`src/rtl/regfile_write_arbiter.sv`:
```
// Round-robin write arbiter feeding a 32x32 register file, with per-requester lock and idle-timeout release.
// Optional: define REGFILE_R0_PROTECT_EN to suppress the register-file write for transfers targeting r0.
module regfile_write_arbiter #(
  parameter int NREQ     = 4,
  parameter int LOCK_TMO = 8
) (
  input  logic               clk,
  input  logic               rst,
  input  logic [NREQ-1:0]    req_valid,
  input  logic [NREQ-1:0]    req_lock,
  input  logic [NREQ*5-1:0]  req_wreg,
  input  logic [NREQ*32-1:0] req_wdata,
  output logic [NREQ-1:0]    req_ready,
  output logic               rf_write,
  output logic [4:0]         rf_wreg,
  output logic [31:0]        rf_wdata,
  output logic [2:0]         lock_owner,
  output logic               locked
);

  // Handshake: a transfer on requester i happens in a cycle where req_valid[i] && req_ready[i];
  // req_ready is combinational from req_valid and internal state only, and is at most one-hot.

  typedef enum logic {ST_IDLE, ST_LOCKED} state_t;

  state_t      state, state_nx;
  logic [2:0]  rr_ptr, rr_ptr_nx, owner_nx;
  logic [7:0]  idle_cnt, idle_cnt_nx;
  logic [2:0]  gidx;
  logic        xfer;
  logic        g_lock;
  logic [4:0]  g_wreg;
  logic [31:0] g_wdata;
  logic        wr_nx;

  function automatic logic [2:0] inc_mod(input logic [2:0] v);
    return (int'(v) == NREQ - 1) ? 3'd0 : v + 3'd1;
  endfunction

  // Grant selection: locked owner only, otherwise first valid requester at or after rr_ptr.
  always_comb begin
    req_ready = '0;
    gidx      = 3'd0;
    xfer      = 1'b0;
    if (!rst) begin
      if (state == ST_LOCKED) begin
        for (int i = 0; i < NREQ; i++) begin
          if (int'(lock_owner) == i && req_valid[i]) begin
            req_ready[i] = 1'b1;
            gidx         = 3'(i);
            xfer         = 1'b1;
          end
        end
      end else begin
        for (int k = 0; k < NREQ; k++) begin
          for (int i = 0; i < NREQ; i++) begin
            if (!xfer && req_valid[i] && ((int'(rr_ptr) + k) % NREQ == i)) begin
              req_ready[i] = 1'b1;
              gidx         = 3'(i);
              xfer         = 1'b1;
            end
          end
        end
      end
    end
  end

  always_comb begin
    g_lock  = 1'b0;
    g_wreg  = 5'd0;
    g_wdata = 32'd0;
    for (int i = 0; i < NREQ; i++) begin
      if (int'(gidx) == i) begin
        g_lock  = req_lock[i];
        g_wreg  = req_wreg[i*5 +: 5];
        g_wdata = req_wdata[i*32 +: 32];
      end
    end
  end

`ifdef REGFILE_R0_PROTECT_EN
  assign wr_nx = xfer && (g_wreg != 5'd0);
`else
  assign wr_nx = xfer;
`endif

  always_comb begin
    state_nx    = state;
    owner_nx    = lock_owner;
    idle_cnt_nx = idle_cnt;
    rr_ptr_nx   = rr_ptr;
    if (xfer) rr_ptr_nx = inc_mod(gidx);
    case (state)
      ST_IDLE: begin
        if (xfer && g_lock) begin
          state_nx    = ST_LOCKED;
          owner_nx    = gidx;
          idle_cnt_nx = 8'd0;
        end
      end
      ST_LOCKED: begin
        if (xfer) begin
          idle_cnt_nx = 8'd0;
          if (!g_lock) begin
            state_nx = ST_IDLE;
            owner_nx = 3'd0;
          end
        end else if (int'(idle_cnt) + 1 >= LOCK_TMO) begin
          // Owner went quiet too long: release and resume after the owner.
          state_nx    = ST_IDLE;
          owner_nx    = 3'd0;
          idle_cnt_nx = 8'd0;
          rr_ptr_nx   = inc_mod(lock_owner);
        end else begin
          idle_cnt_nx = idle_cnt + 8'd1;
        end
      end
      default: state_nx = ST_IDLE;
    endcase
  end

  always_ff @(posedge clk or posedge rst) begin
    if (rst) begin
      state      <= ST_IDLE;
      rr_ptr     <= 3'd0;
      idle_cnt   <= 8'd0;
      lock_owner <= 3'd0;
      rf_write   <= 1'b0;
      rf_wreg    <= 5'd0;
      rf_wdata   <= 32'd0;
    end else begin
      state      <= state_nx;
      rr_ptr     <= rr_ptr_nx;
      idle_cnt   <= idle_cnt_nx;
      lock_owner <= owner_nx;
      rf_write   <= wr_nx;
      if (xfer) begin
        rf_wreg  <= g_wreg;
        rf_wdata <= g_wdata;
      end
    end
  end

  assign locked = (state == ST_LOCKED);

endmodule

```
`config.mk`:
```
export PLATFORM = sky130hd
export DESIGN_NAME = regfile_write_arbiter
export DESIGN_NICKNAME = d
export VERILOG_FILES = /design/src/rtl/regfile_write_arbiter.sv
export SDC_FILE = /design/constraint.sdc
export NUM_CORES = 1
export LEC_CHECK = 0
export BUFFER_PORTS_ARGS = -buffer_cell sky130_fd_sc_hd__buf_2
export CAP_MARGIN = 10
export CORE_MARGIN = 2
export CORE_UTILIZATION = 35
export CTS_CLUSTER_DIAMETER = 120
export DETAILED_ROUTE_END_ITERATION = 8
export PLACE_DENSITY = 0.66
export SKIP_LAST_GASP = 1
export SYNTH_ARGS = -nofsm -noshare
export SYNTH_HDL_FRONTEND = slang
export SYNTH_SLANG_ARGS = --single-unit
```
`constraint.sdc`:
```
create_clock -name clk -period 4 [get_ports clk]
set_input_delay 0.8 -clock clk [delete_from_list [all_inputs] [get_ports clk]]
set_output_delay 0.8 -clock clk [all_outputs]
set_load 0.02 [all_outputs]
```
==> reports/metrics.cfg, run 1 <==
[clock_network]
cts_tree=yes
clkTransAtPathRegs_ns=0.10
clockBufferDepth=2
clk_latency_ns=0.31
root_buffer=clkbuf_8
numCtsBuffers=5
cts_setup_buffers=0
cts-resized-gates=0
cts-hold-fix-buffers=0
htree_levels=2
numClockSinks=51

[drt]
via_count=3895
drc=0
drtPass1Iterations=4
routed_wl_um=11300
wl_per_cell_um=15.4
antenna_left=0
drt_iter0_markers=192
vias_per_cell=5.28

[yosys]
synth_compound_area_share_pct=28.9
synth_top_area_cell=dfrtp_1
synth-xor-area-share_pct=0.251
synth_cells=423
synth_nets=591
synth_top_area_share_pct=36.6
async_reset_ff_share_pct=100
synth.distinct_cells=55
synth_mux_area_share_pct=1.26
synth_edf_count=0
syn_area_per_cell_um2=8.23
synth_warnings=0
ys.flop_type=dfrtp_1
ys_seq_area_share_pct=36.6
synth_top_family_by_area=compound AO/OA/AOI/OAI gates
yosysMostFrequentCell=dfrtp_1
synthSimpleGateAreaFrac_pct=23.4
synth_seq_cells=51
synth_common_cells=dfrtp_1 (51), a21oi_1 (43), nand2_1 (43)
synthAdderAreaFrac_pct=3.59
synthTopCellsByArea=dfrtp_1 (37%), a221oi_1 (9.1%), nor2b_1 (7.0%)
netlist_area_um2=3480

[sta]
min_period_ns=3.23
fin_ws_ns=0.773
fin_worst_skew_ns=0.00845
slew_headroom_pct=39.9
setup_viol=0
max_freq_ghz=0.310
final-hold-violation-count=0
fin_tns_setup_ns=0
worst_slew_pin_slew_ns=0.900
whs_ns=0.483
fin_crit_sh_pct=80.7
drv_slew=0
rsz0062_at_grt=false

[pwr]
p_seq_share_pct=27.6
peakVddDrop_uv=293
leakagePower_nw=2.30
swShare_pct=48.2
powerDensity_nw_per_um2=669
clkPwrFrac_pct=10.3
combPwrFrac_pct=62.1
finalPower_mw=3.13
switchingPower_mw=1.51
p_int_mw=1.62

[global_routing]
first_global_vias=3811
grt_overflow=0
grt_pass1_wl_um=18600
track_usage_pct=21.1
grt_start_max_net_pins=53
antenna_found_initial=0

[final_layout]
areaGrowthSynthToFinish_pct=34.4
drive_gt1_share_pct=39.2
multi_input_area_um2=2020
fin_nets=772
num_antenna_cells=0
seqCellArea_um2=1280
fillCellCount=1039
fin_cells=738

[floorplanning]
ios=204
core_area_um2=9730
initial_core_util_pct=35.8
rows=36
dieHeight_um=104
fp.dieW_um=104
die-area_um2=10800

[outcome]
status=complete, no violations

[setup_path]
critPathKind=flip-flop to flip-flop
worstPathMaxFanout=36
critPathCaptureType=flip-flop
crit_path_start_kind=flip-flop
slowest_stage=nor2b_4
cp_common_cell=ha_1
max_stage_delay_ns=0.76
cp_cell_sequence=ha_1 > a21boi_2 > a21boi_0 > a311oi_1 > buf_4 > inv_1 > ha_1 > nor2b_4 > a221oi_1 > nor3_1 > a21oi_1 > o21ai_0
worstPathArrival_ns=3.45
critPathRequiredTime_ns=4.22

[placement]
gp_congestion=0.833
dp_cells=730
io_buffers=202
dp_slack_ns=0.453
dp_hpwl_um=8690

[min_path]
hp-class=flip-flop to flip-flop

[flow_run]
drv_cap=0

[flip-flops by register name, indices dropped and copies added, names as in the netlist]
signal	count
idle_cnt	8
lock_owner	2
locked	1
rf_wdata	32
rf_wreg	5
rf_write	1
rr_ptr	2
[metrics by stage]
step	instance area [µm²]	util, %
2_1_floorplan	3480	-
4_1_cts	4680	48.1
5_1_grt	4680	48.1
6_report	4680	48.1
3_5_place_dp	4590	47.1
3_3_place_gp	4590	47.1
[worst max-delay path, delay by kind of cell (launching register included)]
family	cells	cell delay [ns]
buf+inv	2	0.29
simple gates	2	0.97
fa+ha+maj	2	0.50
flops	1	0.46
compound gates	6	0.91
[cell type report]
class	instances	area share (%)
Inverter	10	0.801
Multi-Input combinational cell	324	43.1
Tap cell	133	3.55
Timing Repair Buffer	212	23.2
Clock buffer	5	1.47
Clock inverter	3	0.614
Sequential cell	51	27.3
[path summary, 6_finish.rpt]
path	from	end	slack [ns]	cells after the start
max	lock_owner[0]	rf_wdata[5]	0.77	12
min	rf_wdata[30]	rf_wdata[30]	0.48	2
max reg2reg	lock_owner[0]	rf_wdata[5]	0.77	12
min reg2reg	rf_wdata[30]	rf_wdata[30]	0.48	2
max in group asynchronous	rst	rf_wdata[19]	2.79	3
min in group asynchronous	rst	idle_cnt[6]	0.74	3
[power groups by stage]
stage	Sequential, mW	Clock, mW	Combinational [mW]
global route	0.896	0.358	2.18
floorplan	1.08	0	1.15
CTS	0.867	0.338	1.96
global placement	0.868	0	1.92
finish	0.864	0.323	1.95
detailed placement	0.875	0	1.96
[placed cells by master, fill, tap and decap left out, drive strengths merged, types with 2 or more instances in the layout]
cell / Yosys / routed
nor2: 12 / 12
dfrtp: 51 / 51
o2111a: 3 / 3
a221o: 3 / 3
ha: 10 / 10
nor3: 39 / 39
a311oi: 3 / 3
and3: 6 / 6
a21boi: 2 / 2
o21ai: 42 / 42
nand3: 2 / 2
a21oi: 43 / 43
inv: 10 / 11
or2: 3 / 3
a211oi: 3 / 3
buf: 8 / 212
nor2b: 39 / 39
o211ai: 2 / 2
nand3b: 2 / 2
nor4: 2 / 2
nor3b: 2 / 2
mux2: 3 / 3
and2: 5 / 5
nand2: 43 / 43
clkbuf: 30 / 5
clkinv: 0 / 2
a221oi: 36 / 36
[cells by family after synthesis]
family / count (synthesis)
AND/OR/NAND/NOR: 158
AO/OA/AOI/OAI: 150
flip-flops: 51
buffers and inverters: 48
adder cells (fa/ha/maj): 10
multiplexers: 4
other: 1
XOR/XNOR: 1
[routing by layer]
metal / GRT usage, % / share of wire [%] / up-vias
met4: 6.76 / 2.3 / 0
met2: 36.0 / 49 / 162
li1: - / - / 1917
met1: 27.5 / 43 / 1796
met3: 3.27 / 5.6 / 20
met5: 0 / 0 / -
No activity file was read; power rests on OpenSTA's default activity.
==> inputs of run 2 (changes only) <==
PLACE_DENSITY = 0.69   (was 0.66)
clock period = 2.85 ns   (was 4 ns; I/O delays follow)
==> run 2 against run 1 <==
Sequential share of layout area is 3.8 points lower. The flow now finishes with violations (setup timing). Routed wire length is 5.9% higher. Maximum frequency is 10% higher. Final cell count is 4.5% higher. Highest routed layer unchanged. Die area stayed put. Critical endpoint is now lock_owner[0]. Global-route usage is 0.16 points lower. Clock-buffer cell count is 3 higher. Non-clock buffer count is 33 higher.
==> reports/metrics.cfg, run 2 (same netlist as run 1, synthesis figures left out) <==
[outcome]
status=finished, violations left
failed_checks=setup timing

[setup_path]
crit_family=compound AO/OA/AOI/OAI gates
cp_cell_sequence=buf_6 > nor2b_4 > o21bai_1 > a21bo_2 > a221o_2 > ha_4 > nand3b_1 > a221o_1 > a211o_1 > o311a_1 > a211oi_1
critPathRequiredTime_ns=3.06  ; -1.16 ns
crit_cells=11  ; -1
endpoint=lock_owner[0]
max_stage_delay_ns=0.45  ; -0.31 ns
slowest_stage=dfrtp_2
worstPathMaxFanout=5  ; -86%
r2r_start=rr_ptr[1]
crit_path_start_kind=flip-flop
reg2reg_to=lock_owner[0]
r2r_slack_ns=-0.07  ; -0.84 ns
path_buf_inv=1  ; -1
worstPathArrival_ns=3.13  ; -0.32 ns
crit_start=rr_ptr[1]
critPathCaptureType=flip-flop
r2r_cells=11  ; -1
critPathKind=flip-flop to flip-flop

[clock_network]
cts_tree=yes
clkTransAtPathRegs_ns=0.09  ; about the same
clk_latency_ns=0.30  ; about the same
clockBufferDepth=2  ; unchanged
numClockSinks=51  ; unchanged
cts-hold-fix-buffers=0  ; unchanged
htree_levels=2  ; unchanged
root_buffer=clkbuf_8
numCtsBuffers=5  ; unchanged

[final_layout]
largest_register_ffs=32  ; unchanged
areaGrowthSynthToFinish_pct=56.5
layout_common_cells=buf_2 (202), dfrtp_1 (48), nand2_1 (42)
multi_input_area_um2=2460  ; +22%
regMostFlops=rf_wdata
seqCellArea_um2=1280  ; +0.29%
fin_nets=805  ; +4.3%
fillCellCount=910  ; -12%
final_common_cell=buf_2
drive_gt1_share_pct=51.3  ; +12 points
num_antenna_cells=0  ; unchanged
top_regs=rf_wdata: 32 flops, idle_cnt: 8 flops, rf_wreg: 5 flops

[sta]
setup_viol=8  ; +8
whs_ns=0.480  ; -0.00291 ns
min_period_ns=2.92  ; -0.306 ns
worst_slew_pin_slew_ns=0.655  ; -0.245 ns
fin_worst_skew_ns=0.00445  ; -0.00400 ns
slew_headroom_pct=56.4  ; +16 points
fin_crit_sh_pct=102  ; +22 points
drv_slew=0  ; unchanged
rsz0062_at_grt=true
fin_ws_ns=-0.0708  ; -0.844 ns
max_freq_ghz=0.342  ; +10%
final-hold-violation-count=0  ; unchanged

[placement]
dp_hpwl_um=8960  ; +3.1%
io_buffers=202  ; unchanged
gp_congestion=0.877  ; +5.3%
dp_slack_ns=-0.345  ; -0.797 ns

[pwr]
swShare_pct=45.9  ; -2.3 points
switchingPower_mw=2.46  ; +63%
combPwrFrac_pct=68.7  ; +6.6 points
powerDensity_nw_per_um2=982  ; +47%
p_seq_share_pct=22.7  ; -4.9 points
p_int_mw=2.89  ; +78%
clkPwrFrac_pct=8.6  ; -1.7 points
peakVddDrop_uv=444  ; +52%
leakagePower_nw=2.58  ; +12%

[drt]
antenna_left=0  ; unchanged
drtPass1Iterations=4  ; unchanged
routed_wl_um=12000  ; +5.9%
vias_per_cell=5.18  ; -1.9%
via_count=3991  ; +2.5%
drt_iter0_markers=152  ; -21%
drc=0  ; unchanged
wl_per_cell_um=15.6  ; +1.3%

[global_routing]
track_usage_pct=20.9  ; -0.16 points
first_global_vias=3851  ; +1.0%
grt_overflow=0  ; unchanged
antenna_found_initial=0  ; unchanged
grt_start_max_net_pins=52  ; -1.9%
grt_pass1_wl_um=18400  ; -1.1%

[floorplanning]
initial_core_util_pct=35.8  ; unchanged
fp.dieW_um=104  ; unchanged
core_area_um2=9730  ; unchanged
die-area_um2=10800  ; unchanged
rows=36  ; unchanged
dieHeight_um=104  ; unchanged
ios=204  ; unchanged

[min_path]
hp-start=rf_wdata[11]
hp-class=flip-flop to flip-flop

[flow_run]
drv_cap=0  ; unchanged

run 2: how the worst min path moves through the flow:
stage | slack [ns] | to | depth (start not counted)
2_1_floorplan | 0.50 | idle_cnt[6] | 1
3_3_place_gp | 0.46 | rf_wdata[13] | 2
3_5_place_dp | 0.46 | rf_wdata[11] | 2
4_1_cts | 0.49 | rf_wdata[11] | 2
5_1_grt | 0.52 | rf_wdata[11] | 2
6_report | 0.48 | rf_wdata[11] | 2
run 2: metal layers:
| layer | global-route usage, % | wire [µm] |
|---|---|---|
| met5 | 0 | 0 |
| met1 | 24.5 | 4810 |
| met3 | 4.09 | 639 |
| met2 | 38.6 | 6320 |
| met4 | 6.18 | 231 |
run 2: timing repair:
| item | 4_1_cts | 5_1_grt |
|---|---|---|
| pin swaps | 7 | 18 |
| gates resized for setup | 12 | 80 |
| endpoints found under the setup margin | 44 | 45 |
| setup buffers | 4 | 3 |
run 2: per-stage QoR:
stage          utilization, %  setup TNS [ns]  power [mW]  area [µm²]  cells
5_1_grt                  56.0           -2.08        5.80        5450    771
3_5_place_dp             49.7          -10.92        4.25        4840    757
4_1_cts                  51.6          -0.342        4.81        5020    769
2_1_floorplan               -           -1.16        3.16        3520    423
6_report                 56.0          -0.197        5.35        5450    771
3_3_place_gp             49.7           -8.88        4.17        4840    757
run 2: power by group through the flow:
| stage | registers (mW) | logic, mW | clock network (mW) |
|---|---|---|---|
| final | 1.21 | 3.68 | 0.460 |
| after floorplan | 1.52 | 1.64 | 0 |
| after global placement | 1.21 | 2.96 | 0 |
| after CTS | 1.21 | 3.12 | 0.477 |
| after global routing | 1.26 | 4.03 | 0.511 |
| after detailed placement | 1.23 | 3.02 | 0 |
run 2: worst reg2reg max path, stage by stage (launching register included):
cell and delay, ns:
dfrtp_2 0.45, buf_6 0.14, nor2b_4 0.09, o21bai_1 0.07, a21bo_2 0.21, a221o_2 0.43
ha_4 0.19, nand3b_1 0.15, a221o_1 0.40, a211o_1 0.35, o311a_1 0.16, a211oi_1 0.21
run 2: layout make-up:
class / count / area share (%)
inverters: 10 / 0.803
well taps: 133 / 3.05
repair buffers: 245 / 25.7
multi-input cells: 324 / 45.2
flip-flops and latches: 51 / 23.5
clock buffers: 8 / 1.84
==> inputs of run 3 (changes only) <==
TNS_END_PERCENT = 50   (was default)
==> run 3 against run 2 <==
The flow still finishes with violations (setup timing). Global-route usage up 0.12 points. Critical path depth is the same. Total power increased by 1.3%. Sequential share of layout area grew 0.18 points. Routed wire length increased by 8.2%. Flip-flop and latch count stayed put. Final area down 0.85%. Clock skew is 0.0047 ns higher. Sequential power barely moved. Setup slack worse by 0.18 ns. Final cell count increased by 1.6%. Critical path type unchanged. Critical endpoint is now lock_owner[1].
==> reports/metrics.cfg, run 3 (same netlist as run 1, synthesis figures left out) <==
[setup_path]
crit_path_start_kind=flip-flop
critPathKind=flip-flop to flip-flop
cp_cell_sequence=nor4b_4 > a21oi_2 > and2_4 > a221o_2 > ha_4 > nand3b_1 > a221o_1 > a2111oi_4 > buf_4 > nor2_2 > a211oi_2
path_buf_inv=1  ; unchanged
max_stage_delay_ns=0.48  ; +0.03 ns
r2r_slack_ns=-0.25  ; -0.18 ns
critPathCaptureType=flip-flop
crit_family=compound AO/OA/AOI/OAI gates
r2r_start=rr_ptr[1]
worstPathArrival_ns=3.32  ; +0.19 ns
crit_start=rr_ptr[1]
r2r_cells=11  ; unchanged
worstPathMaxFanout=7  ; +2
critPathRequiredTime_ns=3.07  ; about the same
reg2reg_to=lock_owner[1]
slowest_stage=dfrtp_2

[global_routing]
track_usage_pct=21.0  ; +0.12 points
grt_overflow=0  ; unchanged
antenna_found_initial=0  ; unchanged
grt_start_max_net_pins=52  ; unchanged
first_global_vias=3693  ; -4.1%
grt_pass1_wl_um=18600  ; +0.79%

[final_layout]
final_core_util_pct=55.5  ; -0.48 points
fillCellCount=938  ; +3.1%
largest_register_ffs=32  ; unchanged
final_common_cell=buf_2
fin_nets=817  ; +1.5%
multi_input_area_um2=2220  ; -9.9%
layout_common_cells=buf_2 (202), dfrtp_1 (49), nand2_1 (43)
regMostFlops=rf_wdata
drive_gt1_share_pct=48.0  ; -3.3 points
areaGrowthSynthToFinish_pct=55.1
fin_cells=783  ; +1.6%
seqCellArea_um2=1280  ; about the same
top_regs=rf_wdata: 32 flops, idle_cnt: 8 flops, rf_wreg: 5 flops
num_antenna_cells=0  ; unchanged

[floorplanning]
die-area_um2=10800  ; unchanged
core_area_um2=9730  ; unchanged
rows=36  ; unchanged
dieHeight_um=104  ; unchanged
initial_core_util_pct=35.8  ; unchanged
ios=204  ; unchanged
fp.dieW_um=104  ; unchanged

[drt]
vias_per_cell=5.23  ; +0.96%
wl_per_cell_um=16.6  ; +6.6%
routed_wl_um=13000  ; +8.2%
drt_iter0_markers=202  ; +33%
drtPass1Iterations=6  ; +2
maxUsedRoutingLayer=met4
wirelength_met1_um=5160  ; +7.4%
antenna_left=0  ; unchanged
wl_met3_um=767  ; +20%
drc=0  ; unchanged
via_count=4092  ; +2.5%
dr_wl_met2_um=6840  ; +8.3%

[clock_network]
clockBufferDepth=2  ; unchanged
cts-hold-fix-buffers=0  ; unchanged
htree_levels=2  ; unchanged
numClockSinks=51  ; unchanged
cts_tree=yes
clk_latency_ns=0.31  ; about the same
numCtsBuffers=5  ; unchanged
clkTransAtPathRegs_ns=0.09  ; about the same
root_buffer=clkbuf_8

[sta]
final-hold-violation-count=0  ; unchanged
rsz0062_at_grt=true
setup_viol=42  ; +34
slew_headroom_pct=56.4  ; about the same
fin_ws_ns=-0.253  ; -0.182 ns
fin_tns_setup_ns=-2.78  ; -2.59 ns
min_period_ns=3.10  ; +0.182 ns
fin_worst_skew_ns=0.00917  ; +0.00472 ns
fin_crit_sh_pct=109  ; +6.4 points
whs_ns=0.481  ; +0.00134 ns
max_freq_ghz=0.322  ; -5.9%
worst_slew_pin_slew_ns=0.654  ; -0.000771 ns
drv_slew=0  ; unchanged

[outcome]
failed_checks=setup timing
status=finished, violations left

[min_path]
min_path_cells=2  ; unchanged
hp-start=rf_wdata[22]
min_to=rf_wdata[22]
hp-class=flip-flop to flip-flop

[pwr]
leakagePower_nw=2.63  ; +2.1%
powerDensity_nw_per_um2=1000  ; +2.1%
peakVddDrop_uv=423  ; -4.6%

[flow_run]
drv_cap=0  ; unchanged

[placement]
dp_hpwl_um=9040  ; +0.85%
dp_cells=752  ; -0.66%
io_buffers=202  ; unchanged
gp_congestion=0.888  ; +1.2%

## run 3: changes by cell type in the layout (fill, tap and decap cells not counted), sizes merged
cell / previous run / this run
clkinv: 0 / 1
bufinv: 0 / 1
buf: 245 / 252
clkbuf: 8 / 11
clkinvlp: 1 / 0
inv: 9 / 10
## run 3: worst max-delay path by stage
stage,end,cells after the start
6_report,lock_owner[1],11
3_5_place_dp,lock_owner[0],11
5_1_grt,lock_owner[1],11
3_3_place_gp,lock_owner[1],11
2_1_floorplan,lock_owner[0],11
4_1_cts,lock_owner[0],10
## run 3: power breakdown
part           total (mW)  switching [mW]  internal, mW
clock network       0.532           0.247         0.285
registers            1.22           0.203          1.02
logic                3.66            1.98          1.69
## run 3: final cells by class
type | count | share of cell area (%)
clock buffer | 6 | 1.53
clock inverter | 2 | 0.648
inverter | 10 | 0.695
multi-input combinational | 324 | 41.1
sequential | 51 | 23.7
tap | 133 | 3.08
timing repair buffer | 257 | 29.3
## run 3: through the flow
step	cell area, µm²	worst slack [ns]	power (mW)
final	5400	-0.253	5.42
after detailed placement	4790	-0.356	4.15
after global placement	4790	-0.240	4.06
after global routing	5400	-0.363	5.85
after CTS	5000	-0.0832	4.79
after floorplan	3520	-0.0800	3.16
## run 3: tightest hold or removal path, delay by kind of cell, from the launching register on
kind / cells / cell delay (ns)
compound gates: 1 / 0.06
flops: 1 / 0.35
simple gates: 1 / 0.04
## run 3: routing by layer
layer	GRT usage, %	vias up
met2	39.1	152
met5	0	-
met4	5.02	0
met1	25.0	1914
met3	4.03	17
li1	-	2009
## run 3: what timing repair did
action,4_1_cts,5_1_grt
endpoints found under the setup margin,19,48
pin swaps,2,17
resized for setup,12,40
cloned,0,6
buffers inserted,6,11
